==> config.mk <==
export PLATFORM = sky130hd
export DESIGN_NAME = change_dispenser
export DESIGN_NICKNAME = d
export VERILOG_FILES = /design/src/rtl/vend_pkg.sv /design/src/rtl/change_fifo.sv /design/src/rtl/change_dispenser.sv
export SDC_FILE = /design/constraint.sdc
export NUM_CORES = 1
export LEC_CHECK = 0
export BUFFER_PORTS_ARGS = -buffer_cell sky130_fd_sc_hd__buf_2
export CORE_MARGIN = 3
export CORE_UTILIZATION = 45
export DETAILED_ROUTE_END_ITERATION = 16
export PLACE_DENSITY = 0.7
export SLEW_MARGIN = 30
export SYNTH_ARGS = -nofsm -noshare
export SYNTH_HDL_FRONTEND = slang
export SYNTH_HIERARCHICAL = 1
export SYNTH_SLANG_ARGS = --single-unit
==> constraint.sdc <==
create_clock -name clk -period 2.3 [get_ports clk]
set_input_delay 0.115 -clock clk [delete_from_list [all_inputs] [get_ports clk]]
set_output_delay 0.115 -clock clk [all_outputs]
set_load 0.02 [all_outputs]
==> src/rtl/vend_pkg.sv <==
// Shared types and defaults for the change dispenser: change codes, FSM states,
// default sizes and the tube-count update rule.
package vend_pkg;

  localparam int DEF_FIFO_DEPTH = 4;
  localparam int DEF_TUBE_MAX   = 15;
  localparam int CNT_W          = 4;
  localparam int N_TUBES        = 2;

  // Tube index 0 holds 5-unit coins, tube 1 holds 10-unit coins.
  localparam int TUBE5  = 0;
  localparam int TUBE10 = 1;

  typedef enum logic [1:0] {
    CHG_NONE = 2'b00,
    CHG_5    = 2'b01,
    CHG_10   = 2'b10,
    CHG_15   = 2'b11
  } change_t;

  typedef enum logic [2:0] {
    ST_IDLE,
    ST_LOAD,
    ST_SELECT,
    ST_REQ,
    ST_RELEASE
  } state_t;

  // A refill and a dispense on the same tube cancel; a refill into a full
  // tube is silently dropped.
  function automatic logic [CNT_W-1:0] tube_next(
    input logic [CNT_W-1:0] cnt,
    input logic             inc,
    input logic             dec,
    input logic [CNT_W-1:0] max_cnt
  );
    logic [CNT_W-1:0] res;
    res = cnt;
    if (inc && dec) begin
      res = cnt;
    end else if (dec) begin
      res = cnt - CNT_W'(1);
    end else if (inc && (cnt != max_cnt)) begin
      res = cnt + CNT_W'(1);
    end
    return res;
  endfunction

endpackage

==> src/rtl/change_fifo.sv <==
// Small circular FIFO of pending change codes. A push into a full FIFO is
// dropped even when a pop happens in the same cycle.
module change_fifo
  import vend_pkg::*;
#(
  parameter int DEPTH = DEF_FIFO_DEPTH
) (
  input  logic       clk,
  input  logic       rst,
  input  logic       push,
  input  logic       pop,
  input  logic [1:0] din,
  output logic [1:0] dout,
  output logic       full,
  output logic       empty
);

  localparam int PW = (DEPTH > 1) ? $clog2(DEPTH) : 1;
  localparam int CW = $clog2(DEPTH + 1);
  localparam logic [PW-1:0] LAST_PTR = PW'(DEPTH - 1);
  localparam logic [CW-1:0] FULL_CNT = CW'(DEPTH);

  logic [1:0]    mem_q [DEPTH];
  logic [PW-1:0] wr_ptr_q, wr_ptr_d;
  logic [PW-1:0] rd_ptr_q, rd_ptr_d;
  logic [CW-1:0] count_q, count_d;
  logic          do_push;
  logic          do_pop;

  assign full    = (count_q == FULL_CNT);
  assign empty   = (count_q == '0);
  assign do_push = push && !full;
  assign do_pop  = pop && !empty;
  assign dout    = mem_q[rd_ptr_q];

  always_comb begin
    wr_ptr_d = wr_ptr_q;
    rd_ptr_d = rd_ptr_q;
    count_d  = count_q;
    if (do_push) begin
      wr_ptr_d = (wr_ptr_q == LAST_PTR) ? '0 : wr_ptr_q + PW'(1);
    end
    if (do_pop) begin
      rd_ptr_d = (rd_ptr_q == LAST_PTR) ? '0 : rd_ptr_q + PW'(1);
    end
    case ({do_push, do_pop})
      2'b10:   count_d = count_q + CW'(1);
      2'b01:   count_d = count_q - CW'(1);
      default: count_d = count_q;
    endcase
  end

  always_ff @(posedge clk or negedge rst) begin
    if (!rst) begin
      wr_ptr_q <= '0;
      rd_ptr_q <= '0;
      count_q  <= '0;
    end else begin
      wr_ptr_q <= wr_ptr_d;
      rd_ptr_q <= rd_ptr_d;
      count_q  <= count_d;
    end
  end

  // Storage carries no reset; only the pointers define what is valid.
  always_ff @(posedge clk) begin
    if (do_push) begin
      mem_q[wr_ptr_q] <= din;
    end
  end

endmodule

==> src/rtl/change_dispenser.sv <==
// Change dispenser: queues change requests and pays each one out greedily
// (10-unit coins first) through two hoppers with a 4-phase req/ack handshake.
module change_dispenser
  import vend_pkg::*;
#(
  parameter int FIFO_DEPTH = DEF_FIFO_DEPTH,
  parameter int TUBE_MAX   = DEF_TUBE_MAX
) (
  input  logic             clk,
  input  logic             rst,
  input  logic [1:0]       change,
  output logic             hop5_req,
  output logic             hop10_req,
  input  logic             hop5_ack,
  input  logic             hop10_ack,
  input  logic             refill_en,
  input  logic             refill_sel,
  output logic [CNT_W-1:0] cnt5,
  output logic [CNT_W-1:0] cnt10,
  output logic             busy,
  output logic             overflow,
  output logic             short_pay
);

  localparam logic [CNT_W-1:0] TUBE_FULL = CNT_W'(TUBE_MAX);

  state_t     state_q, state_d;
  logic [1:0] rem_q, rem_d;
  logic       coin10_q, coin10_d;
  logic       short_pay_q, short_pay_d;
  logic       overflow_q, overflow_d;

  change_t    change_code;
  logic       fifo_push;
  logic       fifo_pop;
  logic       fifo_full;
  logic       fifo_empty;
  logic [1:0] fifo_dout;
  logic       sel_ack;
  logic [1:0] coin_val;

  logic [N_TUBES-1:0]            refill_hit;
  logic [N_TUBES-1:0]            dispense;
  logic [N_TUBES-1:0][CNT_W-1:0] cnt_all;

  assign change_code = change_t'(change);
  assign fifo_push   = (change_code != CHG_NONE);

  change_fifo #(
    .DEPTH (FIFO_DEPTH)
  ) u_fifo (
    .clk   (clk),
    .rst   (rst),
    .push  (fifo_push),
    .pop   (fifo_pop),
    .din   (change),
    .dout  (fifo_dout),
    .full  (fifo_full),
    .empty (fifo_empty)
  );

  // One saturating counter per tube; gi matches the tube index (0 = 5, 1 = 10).
  for (genvar gi = 0; gi < N_TUBES; gi++) begin : g_tube
    logic [CNT_W-1:0] cnt_q, cnt_d;

    assign refill_hit[gi] = refill_en && (refill_sel == 1'(gi));

    always_comb begin
      cnt_d = tube_next(cnt_q, refill_hit[gi], dispense[gi], TUBE_FULL);
    end

    always_ff @(posedge clk or negedge rst) begin
      if (!rst) begin
        cnt_q <= '0;
      end else begin
        cnt_q <= cnt_d;
      end
    end

    assign cnt_all[gi] = cnt_q;
  end

  assign sel_ack  = coin10_q ? hop10_ack : hop5_ack;
  assign coin_val = coin10_q ? 2'd2 : 2'd1;

  always_comb begin
    state_d     = state_q;
    rem_d       = rem_q;
    coin10_d    = coin10_q;
    short_pay_d = 1'b0;
    fifo_pop    = 1'b0;
    dispense    = '0;
    case (state_q)
      ST_IDLE: begin
        if (!fifo_empty) begin
          state_d = ST_LOAD;
        end
      end
      ST_LOAD: begin
        fifo_pop = 1'b1;
        rem_d    = fifo_dout;
        state_d  = ST_SELECT;
      end
      ST_SELECT: begin
        if (rem_q == 2'd0) begin
          state_d = ST_IDLE;
        end else if ((rem_q >= 2'd2) && (cnt_all[TUBE10] != '0)) begin
          coin10_d = 1'b1;
          state_d  = ST_REQ;
        end else if (cnt_all[TUBE5] != '0) begin
          coin10_d = 1'b0;
          state_d  = ST_REQ;
        end else begin
          // Nothing left that fits: abandon the remainder of this request.
          short_pay_d = 1'b1;
          rem_d       = 2'd0;
          state_d     = ST_IDLE;
        end
      end
      ST_REQ: begin
        if (sel_ack) begin
          dispense[coin10_q] = 1'b1;
          rem_d              = rem_q - coin_val;
          state_d            = ST_RELEASE;
        end
      end
      ST_RELEASE: begin
        if (!sel_ack) begin
          state_d = ST_SELECT;
        end
      end
      default: begin
        state_d = ST_IDLE;
      end
    endcase
  end

  assign overflow_d = overflow_q || (fifo_push && fifo_full);

  always_ff @(posedge clk or negedge rst) begin
    if (!rst) begin
      state_q     <= ST_IDLE;
      rem_q       <= 2'd0;
      coin10_q    <= 1'b0;
      short_pay_q <= 1'b0;
      overflow_q  <= 1'b0;
    end else begin
      state_q     <= state_d;
      rem_q       <= rem_d;
      coin10_q    <= coin10_d;
      short_pay_q <= short_pay_d;
      overflow_q  <= overflow_d;
    end
  end

  // Requests decode straight from the state so reset drops them at once.
  assign hop5_req  = (state_q == ST_REQ) && !coin10_q;
  assign hop10_req = (state_q == ST_REQ) && coin10_q;
  assign busy      = !fifo_empty || (state_q != ST_IDLE);
  assign overflow  = overflow_q;
  assign short_pay = short_pay_q;
  assign cnt5      = cnt_all[TUBE5];
  assign cnt10     = cnt_all[TUBE10];

endmodule

Yosys cells after proc, flatten, opt, wreduce, memory -nomap -nowiden
Memories as Yosys holds them, arrays and structs flattened.
Cells that the tools add are included.
{"block": "classes", "addsub": 9, "magnitude_cmp": 3, "eq_ne": 17, "n_mux": 34, "bitwise_logic": 4, "reduce_logical": 35}
{"op": "two-way mux 2 bit", "n": 12}
{"op": "two-way mux 4 bit", "n": 4}
{"op": "one-hot mux 3 bit (5 select lines)", "n": 1}
{"op": "logical AND 1 bit", "n": 13}
{"op": "!= test 2 bit, second input constant", "n": 6}
{"op": "two-way mux 1 bit", "n": 11}
{"op": "nonzero test 2 bit", "n": 5}
{"op": "two-way mux 3 bit", "n": 3}
{"op": "adder 4 x 1 -> 4 bit, second input constant", "n": 2}
{"op": "!= test 4 bit, second input constant", "n": 2}
{"op": "nonzero test 4 bit", "n": 2}
{"op": "subtractor 4 x 1 -> 4 bit, second input constant", "n": 2}
{"op": "== test 2 bit, second input constant", "n": 3}
{"op": "== test 3 x 2 -> 1 bit, second input constant", "n": 2}
{"op": "== test 3 bit, second input constant", "n": 2}
{"op": "logical NOT 3 bit", "n": 2}
{"op": "one-hot mux 2 bit (3 select lines)", "n": 1}
{"op": "one-hot mux 3 bit (2 select lines)", "n": 1}
{"op": "AND reduction 3 bit", "n": 2}
{"op": "nonzero test 3 bit", "n": 2}
{"op": "AND reduction 5 bit", "n": 1}
{"op": "adder 2 x 1 -> 2 bit, second input constant", "n": 2}
{"op": "inverter 1 bit", "n": 4}
{"op": "AND reduction 2 bit", "n": 2}
{"op": "other kinds (12)", "n": 15}
{"block": "word_totals", "register_bits": 23, "mem_bits_rw": 8, "in_bits": 8, "out_inout_bits": 13, "wordCells": 113, "memories": 1}
{"memory": "u_fifo.mem_q", "depth": 4, "word_bits": 2, "rd": 1, "rd_ports_with_merged_regs": 0, "wr": 1, "line": "change_fifo.sv:23", "text": "logic [1:0] mem_q [DEPTH];"}

Longest topological paths before layout
Gate-level depths: netlist of the first run.
{"block": "depth", "word_depth": 9, "ltp_mapped": 11, "mapped_depth_nobuf": 10}

Hierarchy
Netlist of the first run, hierarchy kept.
{"module": "change_dispenser", "n_inst": 1, "cells_each": 127, "area_each_um2": 1196.1, "seq_area_each_um2": 400.4}
{"module": "change_fifo", "n_inst": 1, "cells_each": 50, "area_each_um2": 772.0, "seq_area_each_um2": 415.4}

Least setup slack after synthesis of the first run
No wires, ideal clock.
{"block": "synth_timing", "kind": "reg2reg", "startpoint": "register state_q[2]", "endpoint": "register u_fifo.count_q[2]", "t_arrival_ps": 1878, "path_slack_ps": 342, "stages_incl_launch_ff": 12, "n_path_buf": 1, "cell_sequence": "dfrtp_1 > buf_4 > nand2b_1 > nor2_1 > nand2b_4 > inv_1 > ha_1 > inv_1 > fa_1 > xor2_1 > nor2_1 > xor2_1"}
{"block": "synth_between", "elab_chain_len": 5, "word_cells_on_any_way": 7, "classes_between": "3 x eq/ne; 2 x mux; 2 x reduce/logical"}
{"element": "start, declared", "line": "change_dispenser.sv:27", "text": "state_t state_q, state_d;"}
{"element": "start signal, assigned", "line": "change_dispenser.sv:148", "text": "state_q <= state_d;"}
{"element": "== test 3 x 1 -> 1 bit (*)", "line": "change_dispenser.sv:93", "text": "case (state_q)"}
{"element": "two-way mux 1 bit (*)", "line": "change_dispenser.sv:93"}
{"element": "named net fifo_pop", "line": "change_dispenser.sv:35", "text": "logic fifo_pop;"}
{"element": "logical AND 1 bit (*)", "line": "change_fifo.sv:33", "text": "assign do_pop = pop && !empty;"}
{"element": "named net u_fifo.do_pop", "line": "change_fifo.sv:28", "text": "logic do_pop;"}
{"element": "== test 2 x 1 -> 1 bit or == test 2 bit (tied branches)", "line": "change_fifo.sv:46", "text": "case ({do_push, do_pop})"}
{"element": "one-hot mux 3 bit (2 select lines) or nonzero test 2 bit (tied branches)"}
{"element": "end signal, assigned", "line": "change_fifo.sv:61", "text": "count_q <= count_d;"}
{"element": "end, declared", "line": "change_fifo.sv:26", "text": "logic [CW-1:0] count_q, count_d;"}
The timed path passes the listed nets; every way through them passes the cells marked *.
A chain may end at the register's enable or synchronous reset.

Worst setup path after layout of the first run
Ends and elaborated chain as after synthesis.

==> impl_metrics.json, run 1 <==
{
  "avgRoutedWirePerCell_um": 13.7,
  "cts_buffers": 5,
  "dp.final_hpwl_um": 2500,
  "firstDrtPassIters": 4,
  "crit_path_cell_trace": "nand2b_1 > nor2_1 > nand2b_4 > inv_1 > ha_1 > inv_1 > fa_1 > xor2_1 > nor2_1 > xor2_1",
  "grt_pass1_wl_um": 5710,
  "initial_utilization": 0.478,
  "transition_at_the_pin_with_the_smallest_max_transition_slack_ns": 0.534,
  "synth_cells": 177,
  "timing.critical_path.max_delay_family": "simple AND/OR/NAND/NOR gates",
  "grt-ovfl-total": 0,
  "wirelength_um": 3430,
  "p_leak_nw": 0.936,
  "grtUsageMet1": 0.195,
  "finalClockSkew_ns": 0.00799,
  "synth.lib_cells_used.distinct": 54,
  "gp_routability_congestion": 0.824,
  "synthesis.yosys.warnings": 6,
  "min_path_type": "input pin to flop",
  "cp.arrival_ns": 2.26,
  "finalSetupViolCount": 0,
  "seq_area_frac_synth": 0.414,
  "grt_setup_unrepaired": "false",
  "cp_slowest_cell": "dfrtp_1",
  "synth-simple-area-share": 0.206,
  "fin_crit_ns": 2.05,
  "status": "complete, no violations",
  "die_height_um": 72.1,
  "post_synth_instance_area_um2": 1970,
  "cts_max_path_buffers": 2,
  "finalSetupTns_ns": 0,
  "synth_compound_area_frac": 0.156,
  "largest_family_of_logic_cells_by_synthesized_area": "simple AND/OR/NAND/NOR gates",
  "core_um2": 4120,
  "worstSetupEndpointType": "flop",
  "worst_skew_pair.late_latency_ns": 0.29,
  "max_slew_margin": 0.644,
  "power_density_nw_per_um2": 1340,
  "place_worst_setup_slack_ns": 0.258,
  "synth_largest_type_area_fraction": 0.292,
  "floorplan.die.width_um": 72.1,
  "layout-drive-gt1-share": 0.289,
  "fin_nets": 218,
  "crit_path_start_kind": "flop",
  "pin_count_of_the_biggest_net_entering_global_routing": 24,
  "total_power_mw": 2.91,
  "layout_overhead_on_the_synthesized_area_pct": 10.7,
  "syn-mean-instance-area_um2": 11.1,
  "max_cap_violations": 0,
  "number_of_antenna_violations_at_the_first_check_in_global_routing": 0,
  "min_delay_path_depth": 1,
  "timing.critical_path.buf_inv": 2,
  "critical_path_required_ns": 2.52,
  "postLayoutCellArea_um2": 2180,
  "synth_edf_count": 8,
  "post_synth_xor_area_fraction": 0.0267,
  "placedInstanceArea_um2": 2080,
  "multi_input_area_um2": 1050,
  "synth_adder_area_share": 0.0674,
  "postSynthNetCount": 195,
  "fmax_mhz": 488,
  "critPathMaxStageDelay_ns": 0.45,
  "global_route.usage.met3": 0.0540,
  "timing.final.max_slew_violations": 0,
  "sequential_cell_area_um2": 816,
  "routed_via_density": 5.39,
  "yosys.area.top_type": "dfrtp_1",
  "post-route-drc-count": 0,
  "crit_type": "flop to flop",
  "grt.met2_usage": 0.215,
  "drt_iter0_drc": 92,
  "clock_tree.htree_level_count": 2,
  "hold_viol_final": 0,
  "cts.sink_count": 31,
  "combined_global_route_utilization_of_all_metal_layers": 0.146,
  "grt_busiest_layer": "met2",
  "route.vias.total": 1353,
  "floorplan.die_area_um2": 5200,
  "number_of_input_and_output_port_buffers_inserted": 20,
  "synth-main-ff-cell": "dfrtp_1",
  "fillerInstances": 370,
  "min_period_over_period": 0.890,
  "rr_worst_depth": 10,
  "post_synth_main_area_contributors": "dfrtp_1 29%, edfxtp_1 12%, ha_1 5.7%",
  "multiplexer_share_of_the_synthesized_area": 0.0769,
  "asyncSetResetFlopFracSynth": 0.742,
  "antenna_cells": 0,
  "clock-root-buffer": "clkbuf_8",
  "synth-seq-cells": 31,
  "clkTransAtPathRegs_ns": 0.07,
  "layout_setup_ws_ns": 0.252,
  "cp_max_fo": 10,
  "placementRows": 23,
  "postLayoutCoreUtil": 0.530,
  "ioPinCount": 21,
  "ant_nets": 0,
  "power.ir.vdd_worst_v": 0.000694,
  "worst-path-stages": 10,
  "grt_pass1_vias": 1238,
  "tritoncts": "done"
}
==> per-stage QoR <==
stage | std cells | hold slack [ns]
4_1_cts | 251 | 0.0517
5_1_grt | 251 | 0.0502
3_3_place_gp | 242 | 0.128
6_report | 251 | 0.0577
3_5_place_dp | 242 | 0.135
2_1_floorplan | 177 | -0.181
==> cells in the mapped netlist, drive strengths merged, types with 3 or more instances <==
cell type	n
a21oi	8
a31oi	8
and2	5
buf	5
dfrtp	23
edfxtp	8
ha	9
inv	12
mux2	4
mux2i	5
nand2	11
nand2b	5
nand3	3
nor2	14
nor3	8
nor3b	3
o21ai	6
o31ai	4
xnor2	3
xor2	3
==> what timing repair did <==
action / CTS / global route
hold buffers: 1 / 0
endpoints found under the hold margin: 23 / 0
setup endpoints to repair: 0 / 0
setup buffers: 0 / 0
gates resized for setup: 0 / 0
==> power breakdown <==
part	leakage, nW	switching [mW]	internal [mW]
clock	0.0402	0.215	0.210
combinational	0.551	0.694	0.671
sequential	0.345	0.337	0.787
==> sequential cells by signal, indices dropped and copies added (netlist names) <==
name / count
cnt10: 4
cnt5: 4
coin10_q: 1
overflow: 1
rem_q: 2
short_pay: 1
state_q: 3
u_fifo/count_q: 3
u_fifo/mem_q: 8
u_fifo/rd_ptr_q: 2
u_fifo/wr_ptr_q: 2
==> routing by layer <==
metal  part of all wire  vias to the layer above
met1               0.49                      631
met4              0.011                        0
met3              0.053                        5
met2               0.45                       29
li1                   -                      688
met5                  0                        -
==> cells by family after synthesis <==
logic type | after synthesis
AOI/OAI and AO/OA | 39
xor gates and xnor gates | 6
adders and majority gates | 10
buffers and inverters | 18
DFF | 31
muxes | 11
and+or+nand+nor | 62
==> final timing paths <==
check	end	slack, ns	startpoint
worst max register to register	u_fifo/count_q[2]	0.25	state_q[2]
min in group asynchronous	cnt5[1]	0.34	rst
worst max-delay path	u_fifo/count_q[2]	0.25	state_q[2]
max in group asynchronous	cnt10[2]	1.59	rst
worst min-delay path	u_fifo/mem_q[3][0]	0.06	change[0]
worst min register to register	overflow	0.47	overflow
==> placed cells by master (no fill, tap or decap), types with 3 or more instances in the layout <==
cell type and count:
a21oi_1 6, a31oi_1 7, and2_2 5, buf_2 20
clkbuf_8 5, dfrtp_1 23, edfxtp_1 8, ha_1 9
inv_1 12, mux2_4 3, mux2i_1 5, nand2_1 11
nand2b_1 4, nand3_1 3, nor2_1 14, nor3_1 6
o21ai_0 4, o31ai_1 4, xnor2_1 3, xor2_1 3
==> layout make-up <==
class / count / area share
clock buffer: 5 / 0.0316
timing repair buffer: 22 / 0.0540
clock inverter: 3 / 0.00918
sequential: 31 / 0.374
tap: 50 / 0.0287
inverter: 12 / 0.0207
multi-input combinational: 128 / 0.482
No activity file was read; power rests on OpenSTA's default activity.
==> run 2, diff against run 1 <==
Settings changed: ABC_AREA from default to 0, PLACE_DENSITY 0.7 to default, PLACE_DENSITY_LB_ADDON from default to 0.05, SYNTH_HIERARCHICAL 1 to default.
==> run 2 against run 1 <==
Design area shrank 6.0%. Die area down 9.7%. Flip-flop and latch count unchanged. Cell count decreased by 4.8%. Sequential share of layout area is 2.4 points higher. Via count is 6.4% lower. Largest cell class unchanged.
==> impl_metrics.json, run 2 <==
{
  "tritoncts": "done",
  "hold_viol_final": 0,
  "ioPinCount": 21,
  "dp.final_hpwl_um": 2460,
  "synth_edf_count": 8,
  "fin_cells": 239,
  "layout_overhead_on_the_synthesized_area_pct": 16.4,
  "crit_path_start_kind": "flop",
  "layout_setup_ws_ns": 0.127,
  "floorplan.die.width_um": 68.5,
  "wirelength_um": 3320,
  "clkTransAtPathRegs_ns": 0.06,
  "critical_path_required_ns": 2.46,
  "seq_area_frac_synth": 0.463,
  "max_reg_flops": 8,
  "synthesis.yosys.warnings": 0,
  "transition_at_the_pin_with_the_smallest_max_transition_slack_ns": 0.550,
  "crit_type": "flop to flop",
  "cp.arrival_ns": 2.33,
  "synth.lib_cells_used.distinct": 49,
  "yosys.area.top_type": "dfrtp_1",
  "finalSetupViolCount": 0,
  "p_leak_nw": 0.905,
  "syn-mean-instance-area_um2": 11.1,
  "multi_input_area_um2": 901,
  "floorplan.die_area_um2": 4700,
  "placementRows": 22,
  "die_height_um": 68.5,
  "worstSetupEndpointType": "flop",
  "avgRoutedWirePerCell_um": 13.9,
  "synth-main-ff-cell": "dfrtp_1",
  "most_common_cell_after_layout_fill_and_taps_aside": "dfrtp_1",
  "grt_pass1_wl_um": 5700,
  "largest-register": "u_fifo.mem_q",
  "asyncSetResetFlopFracSynth": 0.742,
  "route.vias.total": 1267,
  "grt_setup_unrepaired": "false",
  "fillerInstances": 341,
  "synth-seq-cells": 31,
  "gp_routability_congestion": 0.793,
  "number_of_input_and_output_port_buffers_inserted": 20,
  "grt-ovfl-total": 0,
  "postSynthNetCount": 177,
  "number_of_antenna_violations_at_the_first_check_in_global_routing": 0,
  "fin_nets": 209,
  "drt_iter0_drc": 89,
  "routed_via_density": 5.30,
  "post_synth_instance_area_um2": 1760,
  "layout.cells.most_common_list": "23 x dfrtp_1, 20 x buf_2, 12 x nor2_1, 12 x nand2_1",
  "sequential_cell_area_um2": 816,
  "power_density_nw_per_um2": 1370,
  "synth_cells": 159,
  "postLayoutCoreUtil": 0.552,
  "timing.hold.ws_ns": 0.0776,
  "fin_crit_ns": 2.17,
  "netlist_top_cells_count": "23 x dfrtp_1, 12 x nand2_1, 12 x nor2_1",
  "synth_largest_type_area_fraction": 0.327,
  "crit_path_cell_trace": "and2b_4 > or3b_4 > inv_1 > ha_1 > fa_1 > mux2_2",
  "timing.final.max_slew_violations": 0,
  "placedCellCount": 231,
  "combined_global_route_utilization_of_all_metal_layers": 0.168,
  "layout-drive-gt1-share": 0.246,
  "max_cap_violations": 0,
  "min_period_over_period": 0.945,
  "clock-root-buffer": "clkbuf_8",
  "timing.critical_path.max_delay_family": "simple AND/OR/NAND/NOR gates",
  "worst_skew_pair.late_latency_ns": 0.28,
  "clock_tree.htree_level_count": 2,
  "cts_buffers": 5,
  "ant_nets": 0,
  "antenna_cells": 0,
  "place_worst_setup_slack_ns": 0.130,
  "finalSetupTns_ns": 0,
  "power.ir.vdd_worst_v": 0.000512,
  "min_path_type": "input pin to flop",
  "initial_utilization": 0.474,
  "timing.critical_path.buf_inv": 1,
  "grt_pass1_vias": 1248,
  "status": "complete, no violations",
  "fmax_mhz": 460,
  "post-route-drc-count": 0,
  "cp_max_fo": 5,
  "firstDrtPassIters": 4,
  "finalClockSkew_ns": 0.00503,
  "core_um2": 3720,
  "cts_max_path_buffers": 2,
  "max_slew_margin": 0.634,
  "post_cts.repair.setup_buffers": 0,
  "critPathMaxStageDelay_ns": 0.42,
  "post_synth_main_area_contributors": "dfrtp_1 33%, edfxtp_1 14%, ha_1 6.4%",
  "cp_slowest_cell": "fa_1",
  "cts.sink_count": 31,
  "pin_count_of_the_biggest_net_entering_global_routing": 24,
  "synthMostInstantiatedCell": "dfrtp_1"
}
==> run 2: cell types whose count changed in the layout (fill, tap and decap cells not counted), moves of 3 or more <==
cell,before,now
and2_1,0,4
and2_2,5,0
o31ai_1,4,1
inv_1,12,9
buf_4,1,7
o21ai_0,4,8
xor2_1,3,6
a31oi_1,7,1
==> run 2: where the power goes <==
| group | leakage, nW | internal [mW] | switching [mW] |
|---|---|---|---|
| clock | 0.0383 | 0.208 | 0.190 |
| sequential | 0.344 | 0.797 | 0.251 |
| combinational | 0.523 | 0.647 | 0.714 |
| total | 0.905 | 1.65 | 1.15 |
==> run 2: layer usage <==
metal,up-vias,share of wire,routed length (µm),GRT usage
met3,5,0.049,163,0.0535
li1,637,-,-,-
met5,-,0,0,0
met2,26,0.50,1650,0.275
met1,599,0.44,1460,0.212
met4,0,0.010,34,0.0447
==> run 2: final timing paths <==
check,from,end,slack [ns],cells past startpoint
max reg2reg,state_q[2],u_fifo.count_q[1],0.13,6
min reg2reg,overflow,overflow,0.47,1
max in group asynchronous,rst,overflow,1.58,2
max,state_q[2],u_fifo.count_q[1],0.13,6
min,change[0],u_fifo.mem_q[2][0],0.08,1
min in group asynchronous,rst,cnt5[3],0.36,2
==> run 2: logic make-up (layout without fill, tap and decap cells) <==
logic type / after synthesis / after routing / synth area share
mux: 9 / 9 / 0.0704
buf+inv: 12 / 44 / 0.0291
simple gates: 58 / 58 / 0.193
fa+ha+maj: 10 / 10 / 0.0753
xor+xnor: 10 / 10 / 0.0497
flops: 31 / 31 / 0.463
compound gates: 29 / 29 / 0.119
==> run 2: layout make-up <==
cell class,count,share of cell area
clock buffer,7,0.0372
tap,48,0.0293
multi-input combinational,116,0.440
sequential,31,0.398
inverter,9,0.0165
timing repair buffer,28,0.0794
==> run 2: stage by stage <==
| stage | power [mW] | cell area (µm²) |
|---|---|---|
| 6_report | 2.81 | 2050 |
| 5_1_grt | 3.08 | 2050 |
| 4_1_cts | 2.82 | 2040 |
| 3_5_place_dp | 2.40 | 1960 |
| 3_3_place_gp | 2.36 | 1960 |
| 2_1_floorplan | 2.03 | 1760 |
==> run 2: what timing repair did <==
item | CTS | global route
hold endpoints to repair | 23 | 0
endpoints found under the setup margin | 0 | 2
hold buffers | 1 | 0
gates resized for setup | 0 | 2
==> run 3, diff against run 2 <==
==> constraint.sdc (replaced) <==
create_clock -name clk -period 2.3 [get_ports clk]
set_input_delay 0.575 -clock clk [delete_from_list [all_inputs] [get_ports clk]]
set_output_delay 0.575 -clock clk [all_outputs]
set_load 0.02 [all_outputs]
==> run 3 against run 2 <==
Flip-flop and latch count stayed put. Wire length is 1.5% lower. Setup slack better by 0.015 ns. Worst hold slack improved by 0.20 ns. Via count increased by 1.0%. Critical path type unchanged.
==> impl_metrics.json, run 3 (synthesis results as in run 2) <==
{
  "crit_path_cell_trace": "and2b_4 > or3b_1 > inv_1 > ha_1 > fa_1 > mux2_2",
  "core_um2": 3720,
  "worst-path-stages": 6,
  "tritoncts": "done",
  "number_of_antenna_violations_at_the_first_check_in_global_routing": 0,
  "sequential_cell_area_um2": 816,
  "crit_path_start_kind": "flop",
  "cts_buffers": 5,
  "p_leak_nw": 0.903,
  "min_period_over_period": 0.938,
  "routed_via_density": 5.36,
  "fin_nets": 209,
  "finalSetupViolCount": 0,
  "antenna_cells": 0,
  "post_cts.repair.setup_buffers": 0,
  "r2r_setup_slack_ns": 0.14,
  "power.ir.vdd_worst_v": 0.000539,
  "max_reg_flops": 8,
  "combinational_fraction_of_design_power": 0.487,
  "worstSetupEndpointType": "flop",
  "fillerInstances": 344,
  "largest-register": "u_fifo.mem_q",
  "hold_buffer_count_at_cts": 0,
  "cts.sink_count": 31,
  "layout-drive-gt1-share": 0.241,
  "grt-ovfl-total": 0,
  "wirelength_um": 3260,
  "ioPinCount": 21,
  "finalSetupTns_ns": 0,
  "timing.critical_path.from": "state_q[2]",
  "clock_tree.htree_level_count": 2,
  "dp.final_hpwl_um": 2440,
  "combined_global_route_utilization_of_all_metal_layers": 0.159,
  "p_clk_frac": 0.141,
  "layout.cells.most_common_list": "23 x dfrtp_1, 20 x buf_2, 12 x nor2_1, 12 x nand2_1",
  "firstDrtPassIters": 4,
  "clock-root-buffer": "clkbuf_8",
  "gp_routability_congestion": 0.842,
  "power.internal_mw": 1.65,
  "power.net_switching_mw": 1.14,
  "grt_pass1_vias": 1188,
  "timing.critical_path.buf_inv": 1,
  "transition_at_the_pin_with_the_smallest_max_transition_slack_ns": 0.536,
  "die_height_um": 68.5,
  "pin_count_of_the_biggest_net_entering_global_routing": 24,
  "timing.critical_path.max_delay_family": "simple AND/OR/NAND/NOR gates",
  "critPathMaxStageDelay_ns": 0.43,
  "most_common_cell_after_layout_fill_and_taps_aside": "dfrtp_1",
  "avgRoutedWirePerCell_um": 13.7,
  "worst_skew_pair.late_latency_ns": 0.28,
  "critical_path_required_ns": 2.46,
  "cp.arrival_ns": 2.32,
  "initial_utilization": 0.474,
  "rr_worst_depth": 6,
  "clkTransAtPathRegs_ns": 0.06,
  "timing.final.max_slew_violations": 0,
  "fin_crit_ns": 2.16,
  "multi_input_area_um2": 893,
  "min_path_type": "input pin to async pin",
  "postLayoutCellArea_um2": 2040,
  "finalClockSkew_ns": 0.00711,
  "drt_iter0_drc": 98,
  "grt_setup_unrepaired": "false",
  "post-route-drc-count": 0,
  "crit_type": "flop to flop",
  "floorplan.die_area_um2": 4700,
  "cp_slowest_cell": "or3b_1",
  "floorplan.die.width_um": 68.5,
  "netSwitchingFraction": 0.409,
  "placementRows": 22,
  "grt_pass1_wl_um": 5380,
  "max_cap_violations": 0,
  "placedInstanceArea_um2": 1960,
  "r2r-start": "state_q[2]",
  "fmax_mhz": 463,
  "layout_overhead_on_the_synthesized_area_pct": 15.8,
  "cts_max_path_buffers": 2,
  "p_seq_frac": 0.372,
  "route.vias.total": 1280,
  "max_slew_margin": 0.642,
  "ant_nets": 0,
  "post_cts_resize_count": 0,
  "status": "complete, no violations",
  "power_density_nw_per_um2": 1370,
  "timing.rr.end": "u_fifo.count_q[1]",
  "cp_max_fo": 5,
  "hold_viol_final": 0,
  "worstSetupEndpoint": "u_fifo.count_q[1]",
  "number_of_input_and_output_port_buffers_inserted": 20
}
run 3: changes by cell type in the layout (fill, tap and decap cells not counted), sizes merged:
cell	delta
buf	+1
dlygate4sd3	-1
run 3: area by class of cell:
cell class / count / share of cell area
inverter: 9 / 0.0166
tap: 48 / 0.0294
timing repair buffer: 28 / 0.0785
multi-input combinational: 116 / 0.438
sequential: 31 / 0.400
clock buffer: 7 / 0.0374
run 3: worst min path at each step:
| stage | to | slack, ns | cells after the start |
|---|---|---|---|
| final | state_q[0] | 0.28 | 1 |
| after floorplan | cnt10[0] | 0.28 | 0 |
| after global placement | overflow | 0.46 | 1 |
| after CTS | cnt10[1] | 0.29 | 1 |
| after global routing | cnt10[1] | 0.30 | 1 |
| after detailed placement | overflow | 0.47 | 1 |
run 3: worst register-to-register path: cells and delay by family (launching register included):
| family | cells | cell delay, ns |
|---|---|---|
| DFF | 1 | 0.37 |
| buffers and inverters | 1 | 0.09 |
| and+or+nand+nor | 2 | 0.71 |
| adders and majority gates | 2 | 0.61 |
| muxes | 1 | 0.27 |
run 3: stage by stage:
stage               hold slack, ns  total power, mW  setup slack [ns]  cells  utilization
floorplan                    0.279             2.03             0.184    159            -
global route                 0.300             3.05            0.0223    239        0.549
finish                       0.275             2.79             0.142    239        0.549
global placement             0.459             2.37             0.150    232        0.528
detailed placement           0.465             2.42             0.110    232        0.528
CTS                          0.291             2.82             0.131    239        0.549
run 3: layer usage:
metal / vias to the layer above / routed length (µm) / track usage
met5: - / 0 / 0
met4: 0 / 46 / 0.0720
met3: 6 / 106 / 0.0502
met2: 19 / 1580 / 0.249
met1: 615 / 1530 / 0.198
li1: 640 / - / -
run 3: power groups by stage:
| stage | logic (mW) | registers, mW | clock network (mW) |
|---|---|---|---|
| 2_1_floorplan | 0.953 | 1.08 | 0 |
| 3_3_place_gp | 1.34 | 1.04 | 0 |
| 3_5_place_dp | 1.37 | 1.05 | 0 |
| 4_1_cts | 1.37 | 1.04 | 0.410 |
| 5_1_grt | 1.53 | 1.08 | 0.435 |
| 6_report | 1.36 | 1.04 | 0.394 |
